==> src/rtl/omem_acc_writer_pkg.sv <==
// Shared definitions for the OMEM accumulate writer: FSM encoding,
// OMEM read/write strobe values and default lane geometry.
package omem_acc_writer_pkg;

  typedef enum logic [1:0] {
    ST_IDLE = 2'd0,
    ST_RD   = 2'd1,
    ST_WR   = 2'd2
  } state_t;

  localparam logic OMEM_RD = 1'b0;
  localparam logic OMEM_WR = 1'b1;

  localparam int DEF_LANES  = 4;
  localparam int DEF_LANE_W = 16;
  localparam int ADDR_W     = 4;
  localparam int WCNT_W     = 5;

endpackage

==> src/rtl/omem_acc_writer_lane_add.sv <==
// One lane of the accumulator: LANE_W-bit two's-complement add with signed
// overflow detection and optional clipping to the signed range.
module lane_add #(
  parameter int LANE_W = 16,
  parameter int SAT    = 0
) (
  input  logic [LANE_W-1:0] a,
  input  logic [LANE_W-1:0] b,
  output logic [LANE_W-1:0] sum,
  output logic              ovf
);

  logic [LANE_W-1:0] raw;
  logic [LANE_W-1:0] clip;

  // Overflow: operands agree in sign but the truncated result does not.
  always_comb begin
    raw  = a + b;
    ovf  = (a[LANE_W-1] == b[LANE_W-1]) && (raw[LANE_W-1] != a[LANE_W-1]);
    clip = a[LANE_W-1] ? {1'b1, {(LANE_W-1){1'b0}}} : {1'b0, {(LANE_W-1){1'b1}}};
    sum  = ((SAT != 0) && ovf) ? clip : raw;
  end

endmodule

==> src/rtl/omem_acc_writer.sv <==
// Writes result rows into OMEM, either overwriting or read-modify-write
// accumulating lane-wise. One row in flight at a time, so consecutive rows
// to the same address never race.
module omem_acc_writer
  import omem_acc_writer_pkg::*;
#(
  parameter int LANES  = DEF_LANES,
  parameter int LANE_W = DEF_LANE_W,
  parameter int SAT    = 0
) (
  input  logic                    clk,
  input  logic                    rstn,
  input  logic                    in_valid,
  output logic                    in_ready,
  input  logic [ADDR_W-1:0]       in_addr,
  input  logic [LANES*LANE_W-1:0] in_data,
  input  logic                    in_acc,
  input  logic                    in_last,
  output logic                    en_o,
  output logic                    rw_o,
  output logic [ADDR_W-1:0]       addr_o,
  output logic [LANES*LANE_W-1:0] wdata_o,
  input  logic [LANES*LANE_W-1:0] rdata_o,
  output logic                    done,
  output logic [WCNT_W-1:0]       wcnt,
  output logic                    ovf
);

  localparam int W = LANES * LANE_W;

  state_t            state_q, state_d;
  logic [ADDR_W-1:0] hold_addr;
  logic [W-1:0]      hold_data;
  logic              hold_acc;
  logic              hold_last;
  logic [W-1:0]      sum_word;
  logic [LANES-1:0]  lane_ovf;
  logic              accept;
  logic              in_wr;
  logic              wr_ovf;

  for (genvar i = 0; i < LANES; i++) begin : g_lane
    lane_add #(.LANE_W(LANE_W), .SAT(SAT)) u_lane_add (
      .a   (rdata_o[i*LANE_W +: LANE_W]),
      .b   (hold_data[i*LANE_W +: LANE_W]),
      .sum (sum_word[i*LANE_W +: LANE_W]),
      .ovf (lane_ovf[i])
    );
  end

  // Ready only while idle and out of reset, so reset forces it low.
  assign in_ready = (state_q == ST_IDLE) && !rstn;
  assign accept   = in_valid && in_ready;
  assign in_wr    = (state_q == ST_WR);
  assign wr_ovf   = in_wr && hold_acc && (|lane_ovf);

  // State register; reset returns to IDLE and drops any row in flight.
  always_ff @(posedge clk or posedge rstn) begin
    // NOTE: sequential state uses non-blocking assignments so every flop
    // samples pre-edge values regardless of process ordering.
    if (rstn) state_q <= ST_IDLE;
    else      state_q <= state_d;
  end

  // Next-state and OMEM port drive.
  always_comb begin
    // NOTE: every output gets a default first so no path leaves a latch.
    state_d = state_q;
    en_o    = 1'b0;
    rw_o    = OMEM_RD;
    addr_o  = '0;
    wdata_o = '0;
    unique case (state_q)
      ST_IDLE: if (accept) state_d = in_acc ? ST_RD : ST_WR;
      ST_RD: begin
        en_o    = 1'b1;
        rw_o    = OMEM_RD;
        addr_o  = hold_addr;
        state_d = ST_WR;
      end
      ST_WR: begin
        en_o    = 1'b1;
        rw_o    = OMEM_WR;
        addr_o  = hold_addr;
        wdata_o = hold_acc ? sum_word : hold_data;
        state_d = ST_IDLE;
      end
      default: state_d = ST_IDLE;
    endcase
  end

  // Holding registers for the accepted row.
  always_ff @(posedge clk or posedge rstn) begin
    // NOTE: these are plain registers, not a memory array, so they are
    // cleared on reset to keep the idle outputs deterministic.
    if (rstn) begin
      hold_addr <= '0;
      hold_data <= '0;
      hold_acc  <= 1'b0;
      hold_last <= 1'b0;
    end else if (accept) begin
      hold_addr <= in_addr;
      hold_data <= in_data;
      hold_acc  <= in_acc;
      hold_last <= in_last;
    end
  end

  // Tile bookkeeping: written-row count, end-of-tile pulse, sticky overflow.
  always_ff @(posedge clk or posedge rstn) begin
    if (rstn) begin
      wcnt <= '0;
      done <= 1'b0;
      ovf  <= 1'b0;
    end else begin
      done <= in_wr && hold_last;
      if (in_wr) begin
        if (hold_last)               wcnt <= '0;
        else if (wcnt != {WCNT_W{1'b1}}) wcnt <= wcnt + 1'b1;
      end
      if (wr_ovf)                  ovf <= 1'b1;
      else if (accept && in_last)  ovf <= 1'b0;
    end
  end

endmodule

==> config.mk <==
export PLATFORM = sky130hd
export DESIGN_NAME = omem_acc_writer
export DESIGN_NICKNAME = d
export VERILOG_FILES = /design/src/rtl/omem_acc_writer_pkg.sv /design/src/rtl/omem_acc_writer_lane_add.sv /design/src/rtl/omem_acc_writer.sv
export SDC_FILE = /design/constraint.sdc
export NUM_CORES = 1
export LEC_CHECK = 0
export BUFFER_PORTS_ARGS = -buffer_cell sky130_fd_sc_hd__buf_2
export CAP_MARGIN = 20
export CORE_AREA = 2 2 153 155
export CTS_BUF_LIST = sky130_fd_sc_hd__clkbuf_2 sky130_fd_sc_hd__clkbuf_4 sky130_fd_sc_hd__clkbuf_8
export DETAILED_ROUTE_END_ITERATION = 12
export DIE_AREA = 0 0 155 157
export GPL_TIMING_DRIVEN = 0
export PLACE_DENSITY = 0.6
export SLEW_MARGIN = 20
export SYNTH_ARGS = -nofsm -noshare
export SYNTH_HDL_FRONTEND = slang
export SYNTH_SLANG_ARGS = --single-unit
export TNS_END_PERCENT = 10
==> constraint.sdc <==
create_clock -name clk -period 2.6 [get_ports clk]
set_clock_uncertainty 0.05 [all_clocks]
set_input_delay 0.26 -clock clk [delete_from_list [all_inputs] [get_ports clk]]
set_output_delay 0.26 -clock clk [all_outputs]
set_load 0.02 [all_outputs]
---- Word level (Yosys, flattened, before mapping) ----
Index checks and enable logic that the tools add are counted.
cells by class
  add/subtract/negate cells ............... 5
  equality and inequality tests ........... 12
  mux-type cells .......................... 12
  reductions and logical operators ........ 17
operators by type and width
  cell                 count
  $mux 64              2
  $add 16x16->16       4
  $logic_and 1x1->1    10
  $mux 5               2
  $add 5x1->5 const B  1
  $ne 5x5->1 const B   1
  $eq 1x1->1           4
  $mux 1               4
  $mux 2               2
  $mux 4               1
  $ne 1x1->1           4
  $pmux 2 s2           1
  $reduce_bool 2->1    2
  $reduce_or 4->1      1
  $eq 2x1->1 const B   1
  $eq 2x2->1 const B   1
  $logic_not 2->1      1
  $ne 2x2->1 const B   1
  $reduce_and 2->1     1
  $reduce_or 2->1      1
  $logic_not 1->1      1
storage, ports and cells
  register bits after elaboration ......... 79
  input port bits ......................... 137
  output and inout bits ................... 78
  word-level logic and storage cells ...... 54

---- Longest topological paths before layout ----
Gate-level depths: netlist of run 1.
  word-level depth ........................ 6
  mapped depth ............................ 11

---- Hierarchy ----
A second synthesis of run 1 with hierarchy kept.
unflattened totals
  cells, all modules ...................... 861
  area total of the unflattened synthesis .. 7131.8 sq um
modules (own cells, without submodules)
  module                                times used  cells an instance  area each (sq um)  seq. area each (sq um)
  omem_acc_writer                       1           491                4315.4             1976.9
  lane_add at g_lane[0].u_lane_add ...  3           93                 696.9              0.0
  lane_add at g_lane[3].u_lane_add      1           91                 725.7              0.0

---- Worst setup path after synthesis of run 1 ----
No wires, ideal clock.
  path type ............................... register to output
  start point ............................. reg hold_data[1]
  end point ............................... out wdata_o[15]
  data arrival time ....................... 2.825 ns
  data required time ...................... 2.290 ns
  path slack .............................. -0.535 ns
  stages on the path, launching flop included .. 10
  path buffers ............................ 0
  cell sequence ........................... dfrtp_1 -> ha_1 -> a211oi_2 -> nor2_1 -> o41a_1 -> a31o_2 -> a31o_4 -> a2111o_1 -> nand4_1 -> mux2i_1
on the way
  word-level cells in the longest chain between the ends .. 3
ends and longest elaborated chain
  what                    RTL line                        source
  start, declared         omem_acc_writer.sv:33           logic [W-1:0] hold_data;
  start signal, assigned  omem_acc_writer.sv:103          hold_data <= in_data;
  $add 16x16->16          omem_acc_writer_lane_add.sv:18  raw = a + b;
  $mux 64                 omem_acc_writer.sv:85           wdata_o = hold_acc ? sum_word : hold_data;
  $mux 64                 omem_acc_writer.sv:73           unique case (state_q)
  end, declared           omem_acc_writer.sv:22           output logic [LANES*LANE_W-1:0] wdata_o,
Every way passes these cells.

---- Worst setup path in the final report of run 1 ----
Ends and elaborated chain as after synthesis.

==> results.cfg, run 1 <==
[outcome]
status = complete, but fails checks
violations = negative setup slack

[logic_synthesis]
synth_top_area_cell = dfrtp_1
synth-edff-count = 0
synth_ff_type = dfrtp_1
synth_area_leaders = dfrtp_1 (29%), nand2_1 (14%), ha_1 (12%), mux2i_1 (4.5%), nor2_1 (4.3%)
ys_seq_elements = 79
syn_inst = 869
synth_nets = 1075
synth_warnings = 0
synth_top_area_share_pct = 29.44
async_flop_share_pct = 100.0
synth_common_cells = nand2_1 (243), dfrtp_1 (79), nor2_1 (77)
synth.most_common_cell = nand2_1
synth-seq-area-share_pct = 29.44
synth_cell_type_count = 61
syn_area_per_cell_sq_um = 7.726
synthesis.area_sq_um = 6714

[critical_path]
cp_max_fo = 2
path_buf_inv = 1
cpPeakStageDelay_ns = 0.43
cp.required_ns = 2.29
critical_path.top_delay_family = compound AO/OA/AOI/OAI gates
path_class = flop to output port
end_kind = output port
slowest_stage = dfrtp_2
path_cells = ha_4 > a211oi_2 > nor2_2 > o41a_1 > a31o_2 > a31o_4 > a2111o_1 > nand4_1 > mux2i_4 > buf_6
cp.arrival_ns = 3.06
start_kind = flop

[place]
place.gp.congestion = 0.8078
dp_cells = 1369
dp_hpwl_um = 17860
numPortBuffers = 214
place_ws_ns = -0.7502

[global_route]
grt_overflow = 0
antenna_found_initial = 1
track_usage_pct = 19.93
grt_max_degree = 48
grt_pass1_vias = 7142
grt_pass1_wl_um = 37620

[clock_network]
htree_levels = 3
clock_latency_ns = 0.38
cts_buffer_depth = 2
clock_sinks = 79
cts_tree = yes
numCtsBuffers = 9
clk_pin_slew_ns = 0.09
root_buffer = clkbuf_8

[timing]
finalHoldViolations = 0
finalSetupViolCount = 45
period_minus_slack_ns = 3.373
slew_violations = 0
setup_ws_ns = -0.7731
rsz0062_at_grt = yes
whs_ns = 0.01641
slew_headroom_pct = 50.70
max_freq_mhz = 296.5
worst_slew_pin_slew_ns = 0.7395
fin_crit_sh_pct = 129.7

[power]
seq_power_share_pct = 19.0
internal-power_mw = 6.326
swShare_pct = 50.09
combPwrFrac_pct = 73.0
clkPwrFrac_pct = 8.0
netSwitchingPower_mw = 6.348
vdd_ir_drop_max_mv = 0.6576
power_density_nw_per_um2 = 1318
static-leakage-power_nw = 4.887

[routing]
vias = 7198
route.detailed.drc = 0
totalWireLength_um = 24470
firstDrtPassIters = 4
drt_iter0_drc = 266
ant_nets = 0
post_drt_via_cell_ratio = 4.968
wl_per_cell_um = 16.89

[floorplanning]
die_area_sq_um = 24340
die_width_um = 155
fp.coreArea_sq_um = 22500
chipHeight_um = 157
initial_core_util_pct = 29.84
io_pins = 215
fp-row-count = 55

[final_layout]
areaGrowthSynthToFinish_pct = 43.22
nNetsFinal = 1365
fill_cells = 2349
layout-drive-gt1-share_pct = 32.99
antenna-diode-count = 0
layout.cells.non_filler = 1449

[run]
cap_violations = 0

[worst_hold_path]
min-delay-path-class = input port to flop
## layer usage
metal	vias to the layer above	part of all wire, %	track usage [%]
met5	-	0.053	0
met4	2	1.9	6.614
met3	29	4.4	2.781
met2	171	47	33.38
met1	3398	47	26.49
li1	3598	-	-
## worst reg2reg max path, stage by stage, from the launching register on
cell	delay [ns]
dfrtp_1	0.42
ha_4	0.24
a211oi_4	0.25
o21ai_2	0.10
a2111o_1	0.48
a311oi_2	0.41
mux2i_1	0.19
nor4bb_1	0.31
a32oi_1	0.14
## final timing paths
check                                           from                        end  slack (ns)  cells past startpoint
max                         hold_data[1]$_DFFE_PP0P_                wdata_o[15]       -0.77                     10
min                                      in_data[57]  hold_data[57]$_DFFE_PP0P_        0.02                      3
max reg2reg                hold_data[49]$_DFFE_PP0P_            ovf$_DFFE_PP0P_       -0.13                      8
min reg2reg                 hold_addr[3]$_DFFE_PP0P_   hold_addr[3]$_DFFE_PP0P_        0.44                      2
max in group asynchronous                       rstn  hold_data[17]$_DFFE_PP0P_        1.54                      4
min in group asynchronous                       rstn       hold_acc$_DFFE_PP0P_        0.38                      3
## sequential cells by signal (all words and copies together), names as in the netlist
name	count
hold_data	64
hold_addr	4
hold_acc	1
done	1
hold_last	1
state_q	2
wcnt	5
ovf	1
## through the flow
step | util, % | total power [mW] | instance area [sq um] | TNS (ns)
CTS | 40.80 | 12.02 | 9181 | -19.12
detailed placement | 36.51 | 10.17 | 8215 | -17.14
global route | 42.73 | 13.79 | 9615 | -21.58
global placement | 36.36 | 10.08 | 8183 | -114.43
finish | 42.73 | 12.67 | 9615 | -14.42
floorplan | - | 7.923 | 6755 | -1.680
## cells in the final DEF, fill, tap and decap left out, types with 6 or more instances in the layout
| master | count |
|---|---|
| clkbuf_8 | 10 |
| ha_1 | 46 |
| dlygate4sd3_1 | 28 |
| a211oi_1 | 6 |
| buf_6 | 6 |
| buf_4 | 59 |
| xnor2_1 | 26 |
| and3_1 | 10 |
| dfrtp_1 | 77 |
| a31oi_1 | 7 |
| clkbuf_2 | 10 |
| inv_1 | 19 |
| nand2b_1 | 6 |
| xor2_1 | 14 |
| mux2i_1 | 29 |
| clkbuf_1 | 19 |
| a21oi_1 | 37 |
| nand3_1 | 11 |
| nor3_1 | 14 |
| a21o_1 | 23 |
| nand4_1 | 10 |
| and2_1 | 7 |
| ha_4 | 16 |
| buf_2 | 187 |
| a21oi_2 | 17 |
| or3_1 | 6 |
| o21ai_0 | 13 |
| nor2_1 | 75 |
| o21ai_2 | 6 |
| clkbuf_4 | 7 |
| nand2_1 | 243 |
| o21bai_1 | 9 |
## power by group through the flow
stage | combinational, mW | clock (mW) | sequential, mW
2_1_floorplan | 5.63 | 0 | 2.30
3_3_place_gp | 7.70 | 0 | 2.38
3_5_place_dp | 7.78 | 0 | 2.39
4_1_cts | 8.59 | 1.06 | 2.37
5_1_grt | 10.2 | 1.11 | 2.51
6_report | 9.25 | 1.02 | 2.41
## logic make-up (layout without fill, tap and decap cells)
logic type	count (synthesis)	count (layout)	synth area share (%)
AOI/OAI and AO/OA	177	177	17.63
xor gates and xnor gates	42	42	5.479
adders and majority gates	69	69	13.31
buffers and inverters	60	355	3.354
DFF	79	79	29.44
muxes	32	32	4.808
and+or+nand+nor	410	410	25.98
## layout make-up
class | count | area (sq um) | area share [%]
Timing Repair Buffer | 279 | 1744 | 18.14
Clock inverter | 4 | 45.04 | 0.4684
Buffer | 37 | 172.7 | 1.796
Tap cell | 285 | 356.6 | 3.709
Multi-Input combinational cell | 730 | 5072 | 52.75
Inverter | 23 | 92.59 | 0.9629
Clock buffer | 12 | 152.6 | 1.588
Sequential cell | 79 | 1979 | 20.59
## repair_timing
item,CTS,global route
gates resized for setup,98,69
setup endpoints to repair,74,61
hold buffers,28,0
buffers inserted,24,12
pin swaps,31,35
endpoints found under the hold margin,59,0
Power figures use the tool's default switching activity.
==> run 2, diff against run 1 <==
--- a/config.mk
+++ b/config.mk
@@ -5,14 +5,14 @@
 export SDC_FILE = /design/constraint.sdc
 export NUM_CORES = 1
 export LEC_CHECK = 0
+export ABC_AREA = 1
 export BUFFER_PORTS_ARGS = -buffer_cell sky130_fd_sc_hd__buf_2
-export CAP_MARGIN = 20
-export CORE_AREA = 2 2 153 155
+export CORE_AREA = 2 2 161 163
 export CTS_BUF_LIST = sky130_fd_sc_hd__clkbuf_2 sky130_fd_sc_hd__clkbuf_4 sky130_fd_sc_hd__clkbuf_8
 export DETAILED_ROUTE_END_ITERATION = 12
-export DIE_AREA = 0 0 155 157
+export DIE_AREA = 0 0 163 165
 export GPL_TIMING_DRIVEN = 0
-export PLACE_DENSITY = 0.6
+export PLACE_DENSITY = 0.59
 export SLEW_MARGIN = 20
 export SYNTH_ARGS = -nofsm -noshare
 export SYNTH_HDL_FRONTEND = slang
==> results.cfg, run 2 <==
[logic_synthesis]
synth_common_cells = nand2_1 (380), inv_1 (156), nor2_1 (92)
synth.most_common_cell = nand2_1
syn_area_per_cell_sq_um = 6.463
ys_seq_elements = 79
synth_top_area_share_pct = 26.60
synth_nets = 1356
synth-seq-area-share_pct = 26.60
synth-edff-count = 0
async_flop_share_pct = 100.0
synth_cell_type_count = 41
synth_ff_type = dfrtp_1
synthesis.area_sq_um = 7432
synth_warnings = 0
synth_top_area_cell = dfrtp_1
synth_area_leaders = dfrtp_1 (27%), nand2_1 (19%), ha_1 (11%), inv_1 (7.9%), o21ai_0 (5.1%)
syn_inst = 1150

[clock_network]
cts_tree = yes
cts_buffer_depth = 2
numCtsBuffers = 9
clock_latency_ns = 0.40
clk_pin_slew_ns = 0.10
root_buffer = clkbuf_8
htree_levels = 3
clock_sinks = 79

[place]
numPortBuffers = 214
place.gp.congestion = 0.8658
place_ws_ns = -0.1398
dp_hpwl_um = 21310

[critical_path]
start_kind = flop
critical_path.top_delay_family = adder cells
rrSetupSlack_ns = 0.44
cp.required_ns = 2.29
slowest_stage = dfrtp_1
cp_max_fo = 3
path_buf_inv = 3
path_cells = ha_2 > inv_2 > fa_2 > inv_2 > nand3_2 > nand2_2 > a21oi_2 > nand3b_1 > nand2_1 > nand2_1 > a31oi_2 > buf_4
end_kind = output port
reg2reg_depth = 8
rr_startpoint = state_q[0]$_DFFE_PP0P_
reg2reg_to = hold_last$_DFFE_PP0P_
cpPeakStageDelay_ns = 0.41
path_class = flop to output port
cp.arrival_ns = 2.42

[final_layout]
areaGrowthSynthToFinish_pct = 36.06
layout_commonest_cell = nand2_1
largest_reg_flops = 64
ff_latch_area_sq_um = 1981
fill_cells = 2693
nNetsFinal = 1612
layout-drive-gt1-share_pct = 29.27
regMostFlops = hold_data
reg_top3 = hold_data (64), wcnt (5), hold_addr (4)
final_cell_mix = nand2_1 (362), buf_2 (220), inv_1 (150)
multi_input_area_sq_um = 5286

[routing]
totalWireLength_um = 27710
ant_nets = 0
drt_iter0_drc = 376
post_drt_via_cell_ratio = 4.657
vias = 8117
firstDrtPassIters = 5
wl_per_cell_um = 15.90
route.detailed.drc = 0

[power]
vdd_ir_drop_max_mv = 0.5035
netSwitchingPower_mw = 6.819
seq_power_share_pct = 18.8
combPwrFrac_pct = 73.0
static-leakage-power_nw = 5.774
clkPwrFrac_pct = 8.2
internal-power_mw = 5.807
power_density_nw_per_um2 = 1249
swShare_pct = 54.01

[worst_hold_path]
min_path_cells = 3
hp-start = in_data[2]
min_to = hold_data[2]$_DFFE_PP0P_
min-delay-path-class = input port to flop

[floorplanning]
die_area_sq_um = 26900
chipHeight_um = 165
fp.coreArea_sq_um = 25040
die_width_um = 163
io_pins = 215
initial_core_util_pct = 29.69
fp-row-count = 58

[timing]
fin_setup_tns_ns = -0.3643
finalHoldViolations = 0
worst_slew_pin_slew_ns = 0.7546
rsz0062_at_grt = yes
setup_ws_ns = -0.1344
fin_crit_sh_pct = 105.2
slew_violations = 0
max_freq_mhz = 365.7
period_minus_slack_ns = 2.734
finalSetupViolCount = 7
whs_ns = 0.01447
slew_headroom_pct = 49.70

[outcome]
violations = negative setup slack
status = complete, but fails checks

[global_route]
grt_pass1_wl_um = 41560
grt_pass1_vias = 7883
grt_overflow = 0
grt_max_degree = 50
antenna_found_initial = 1
track_usage_pct = 20.31

[run]
cap_violations = 0
[run 2: kinds of logic (layout without fill, tap and decap cells)]
| group | count (synthesis) | in the layout | synth area share [%] |
|---|---|---|---|
| fa+ha+maj | 69 | 69 | 12.02 |
| compound gates | 196 | 196 | 14.93 |
| other cells | 0 | 2 | 0 |
| flops | 79 | 79 | 26.60 |
| buf+inv | 203 | 464 | 10.69 |
| xor+xnor | 38 | 38 | 4.478 |
| simple gates | 565 | 565 | 31.28 |
[run 2: layout make-up]
type	count	share of cell area, %
Antenna cell	2	0.04949
Multi-Input combinational cell	868	52.28
Buffer	35	1.844
Tap cell	330	4.083
Sequential cell	79	19.59
Clock inverter	7	0.7795
Timing Repair Buffer	246	13.90
Clock buffer	9	1.225
Inverter	167	6.261
[run 2: power groups by stage]
stage / Sequential (mW) / Combinational [mW] / Clock [mW]
after floorplan: 2.17 / 5.80 / 0
after global placement: 2.25 / 8.13 / 0
after detailed placement: 2.26 / 8.19 / 0
after CTS: 2.27 / 8.50 / 1.08
after global routing: 2.45 / 10.3 / 1.11
final: 2.37 / 9.21 / 1.04
[run 2: how the worst max path moves through the flow]
stage,startpoint,endpoint,slack [ns],depth (start not counted)
2_1_floorplan,rstn,done$_DFF_PP0_,0.27,1
3_3_place_gp,rstn,hold_data[10]$_DFFE_PP0P_,-1.18,2
3_5_place_dp,state_q[0]$_DFFE_PP0P_,wdata_o[23],-0.14,7
4_1_cts,hold_data[48]$_DFFE_PP0P_,wdata_o[60],-0.18,15
5_1_grt,hold_data[48]$_DFFE_PP0P_,wdata_o[62],-0.26,12
6_report,hold_data[48]$_DFFE_PP0P_,wdata_o[62],-0.13,12
[run 2: tightest hold or removal path, stage by stage]
cell     delay (ns)
buf_2          0.07
nand2_1        0.04
nand2_1        0.04
[run 2: per-stage QoR]
stage	cell area [sq um]	total power [mW]	instances	util, %
6_report	10110	12.63	1743	40.39
3_3_place_gp	8916	10.38	1694	35.61
5_1_grt	10110	13.85	1742	40.38
3_5_place_dp	8946	10.45	1695	35.73
2_1_floorplan	7432	7.978	1150	-
4_1_cts	9508	11.85	1727	37.98
[run 2: per-layer routing]
metal / global-route usage [%] / wire (um)
met5: 0 / 0
met4: 5.994 / 521
met3: 2.386 / 1272
met2: 35.00 / 13110
met1: 26.71 / 12800
[run 2: timing repair]
| item | CTS | global route |
|---|---|---|
| gates cloned | 0 | 0 |
| buffers inserted | 2 | 14 |
| gates resized for setup | 54 | 95 |
| hold buffers | 15 | 0 |
| hold endpoints to repair | 44 | 0 |
| endpoints found under the setup margin | 58 | 54 |
| pin swaps | 2 | 24 |
==> run 3, diff against run 2 <==
--- a/config.mk
+++ b/config.mk
@@ -11,8 +11,8 @@
 export CTS_BUF_LIST = sky130_fd_sc_hd__clkbuf_2 sky130_fd_sc_hd__clkbuf_4 sky130_fd_sc_hd__clkbuf_8
 export DETAILED_ROUTE_END_ITERATION = 12
 export DIE_AREA = 0 0 163 165
-export GPL_TIMING_DRIVEN = 0
 export PLACE_DENSITY = 0.59
+export SETUP_SLACK_MARGIN = 0.5
 export SLEW_MARGIN = 20
 export SYNTH_ARGS = -nofsm -noshare
 export SYNTH_HDL_FRONTEND = slang
==> results.cfg, run 3 (same netlist as run 2, synthesis figures left out) <==
[outcome]
status = complete, no violations

[floorplanning]
initial_core_util_pct = 29.69
fp.coreArea_sq_um = 25040
die_area_sq_um = 26900
chipHeight_um = 165
io_pins = 215
die_width_um = 163
fp-row-count = 58

[routing]
wl_per_cell_um = 14.96
totalWireLength_um = 26350
drt_iter0_drc = 328
ant_nets = 0
vias = 8233
route.detailed.drc = 0
firstDrtPassIters = 5
post_drt_via_cell_ratio = 4.675

[power]
swShare_pct = 51.14
power_density_nw_per_um2 = 1272
static-leakage-power_nw = 6.111
internal-power_mw = 7.032
clkPwrFrac_pct = 7.3
combPwrFrac_pct = 75.8
vdd_ir_drop_max_mv = 0.5738
netSwitchingPower_mw = 7.360
seq_power_share_pct = 16.9

[final_layout]
final_cell_mix = nand2_1 (327), buf_2 (163), inv_1 (140)
regMostFlops = hold_data
largest_reg_flops = 64
design_area_sq_um = 11320
layout.cells.non_filler = 1761
layout-drive-gt1-share_pct = 37.44
layout_commonest_cell = nand2_1
reg_top3 = hold_data (64), wcnt (5), hold_addr (4)
fill_cells = 2521
areaGrowthSynthToFinish_pct = 52.26
ff_latch_area_sq_um = 1983
nNetsFinal = 1630
multi_input_area_sq_um = 5951

[global_route]
grt_pass1_vias = 7854
grt_overflow = 0
track_usage_pct = 18.88
antenna_found_initial = 3
grt_pass1_wl_um = 39740
grt_max_degree = 80

[critical_path]
path_cells = ha_2 > inv_2 > fa_2 > inv_2 > nand3_2 > nand2_4 > nand4_1 > nand2_2 > nand2_2 > nand2_2 > a21oi_2 > o21ai_1 > nand2_1 > inv_2 > buf_6
start_kind = flop
reg2reg_depth = 14
cpPeakStageDelay_ns = 0.37
rr_startpoint = hold_data[10]$_DFFE_PP0P_
slowest_stage = dfrtp_1
cp.required_ns = 2.29
startpoint = hold_data[48]$_DFFE_PP0P_
cp.arrival_ns = 2.29
cp_max_fo = 3
end_kind = output port
path_class = flop to output port

[worst_hold_path]
min-delay-path-class = input port to flop
min_path_cells = 3
hp-start = in_data[15]

[timing]
slew_violations = 0
whs_ns = 0.01899
rsz0062_at_grt = yes
worst_slew_pin_slew_ns = 0.6472
finalSetupViolCount = 0
fin_crit_sh_pct = 99.90
finalHoldViolations = 0
max_freq_mhz = 385.0
slew_headroom_pct = 56.85
period_minus_slack_ns = 2.597

[place]
dp_hpwl_um = 18990
placed_area_sq_um = 8916
place.gp.congestion = 0.8598
dp_cells = 1674
numPortBuffers = 214

[run]
cap_violations = 0

[clock_network]
htree_levels = 3
cts_tree = yes
clock_sinks = 79
numCtsBuffers = 9
root_buffer = clkbuf_8
clock_latency_ns = 0.38
clk_pin_slew_ns = 0.10
cts_buffer_depth = 2
[run 3: cell count changes in the layout (fill, tap and decap cells not counted), moves of 21 or more]
cell | previous run | this run
buf_2 | 220 | 163
buf_4 | 28 | 65
buf_6 | 4 | 42
nand2_1 | 362 | 327
nand2_2 | 32 | 53
o21ai_0 | 63 | 39
o21ai_1 | 21 | 43
[run 3: timing repair]
action | 4_1_cts | 5_1_grt
buffers inserted | 11 | 34
gates resized for setup | 234 | 147
endpoints found under the hold margin | 102 | 0
setup endpoints to repair | 67 | 120
hold buffers | 24 | 0
pin swaps | 86 | 96
[run 3: final timing paths]
path,slack [ns],end
max,0.003,wdata_o[60]
min,0.02,hold_data[15]$_DFFE_PP0P_
max reg2reg,0.61,ovf$_DFFE_PP0P_
min reg2reg,0.44,hold_addr[2]$_DFFE_PP0P_
max in group asynchronous,1.62,hold_data[1]$_DFFE_PP0P_
min in group asynchronous,0.50,hold_addr[3]$_DFFE_PP0P_
[run 3: power groups by stage]
stage | registers [mW] | logic, mW | clock network [mW]
after floorplan | 2.17 | 5.80 | 0
after global placement | 2.27 | 7.95 | 0
after detailed placement | 2.29 | 8.00 | 0
after CTS | 2.40 | 9.59 | 1.09
after global routing | 2.51 | 12.0 | 1.13
final | 2.43 | 10.9 | 1.05
[run 3: area by class of cell]
cell class	instances	area share (%)
Timing Repair Buffer	299	18.71
Clock buffer	10	1.216
Multi-Input combinational cell	868	52.59
Sequential cell	79	17.53
Antenna cell	2	0.04423
Clock inverter	6	0.6081
Inverter	167	5.661
Tap cell	330	3.649
[run 3: metrics by stage]
step | setup TNS (ns) | worst slack (ns) | util (%) | power, mW
floorplan | 0 | 0.4081 | - | 7.978
global placement | 0 | 0.2638 | 35.61 | 10.22
detailed placement | 0 | 0.2385 | 35.61 | 10.29
CTS | -0.03687 | -0.01510 | 41.74 | 13.08
global route | -0.8813 | -0.1465 | 45.18 | 15.61
finish | 0 | 0.002504 | 45.20 | 14.39
[run 3: layer usage]
metal / global-route usage [%] / wire length, um
met5: 0 / 13
met4: 3.902 / 282
met3: 3.189 / 1131
met2: 34.21 / 13020
met1: 23.53 / 11900
[run 3: critical path: cells and delay by family (launching register included)]
kind,cells,cell delay [ns]
buffers and inverters,4,0.26
adders and majority gates,2,0.53
DFF,1,0.37
and+or+nand+nor,7,0.60
AOI/OAI and AO/OA,2,0.12
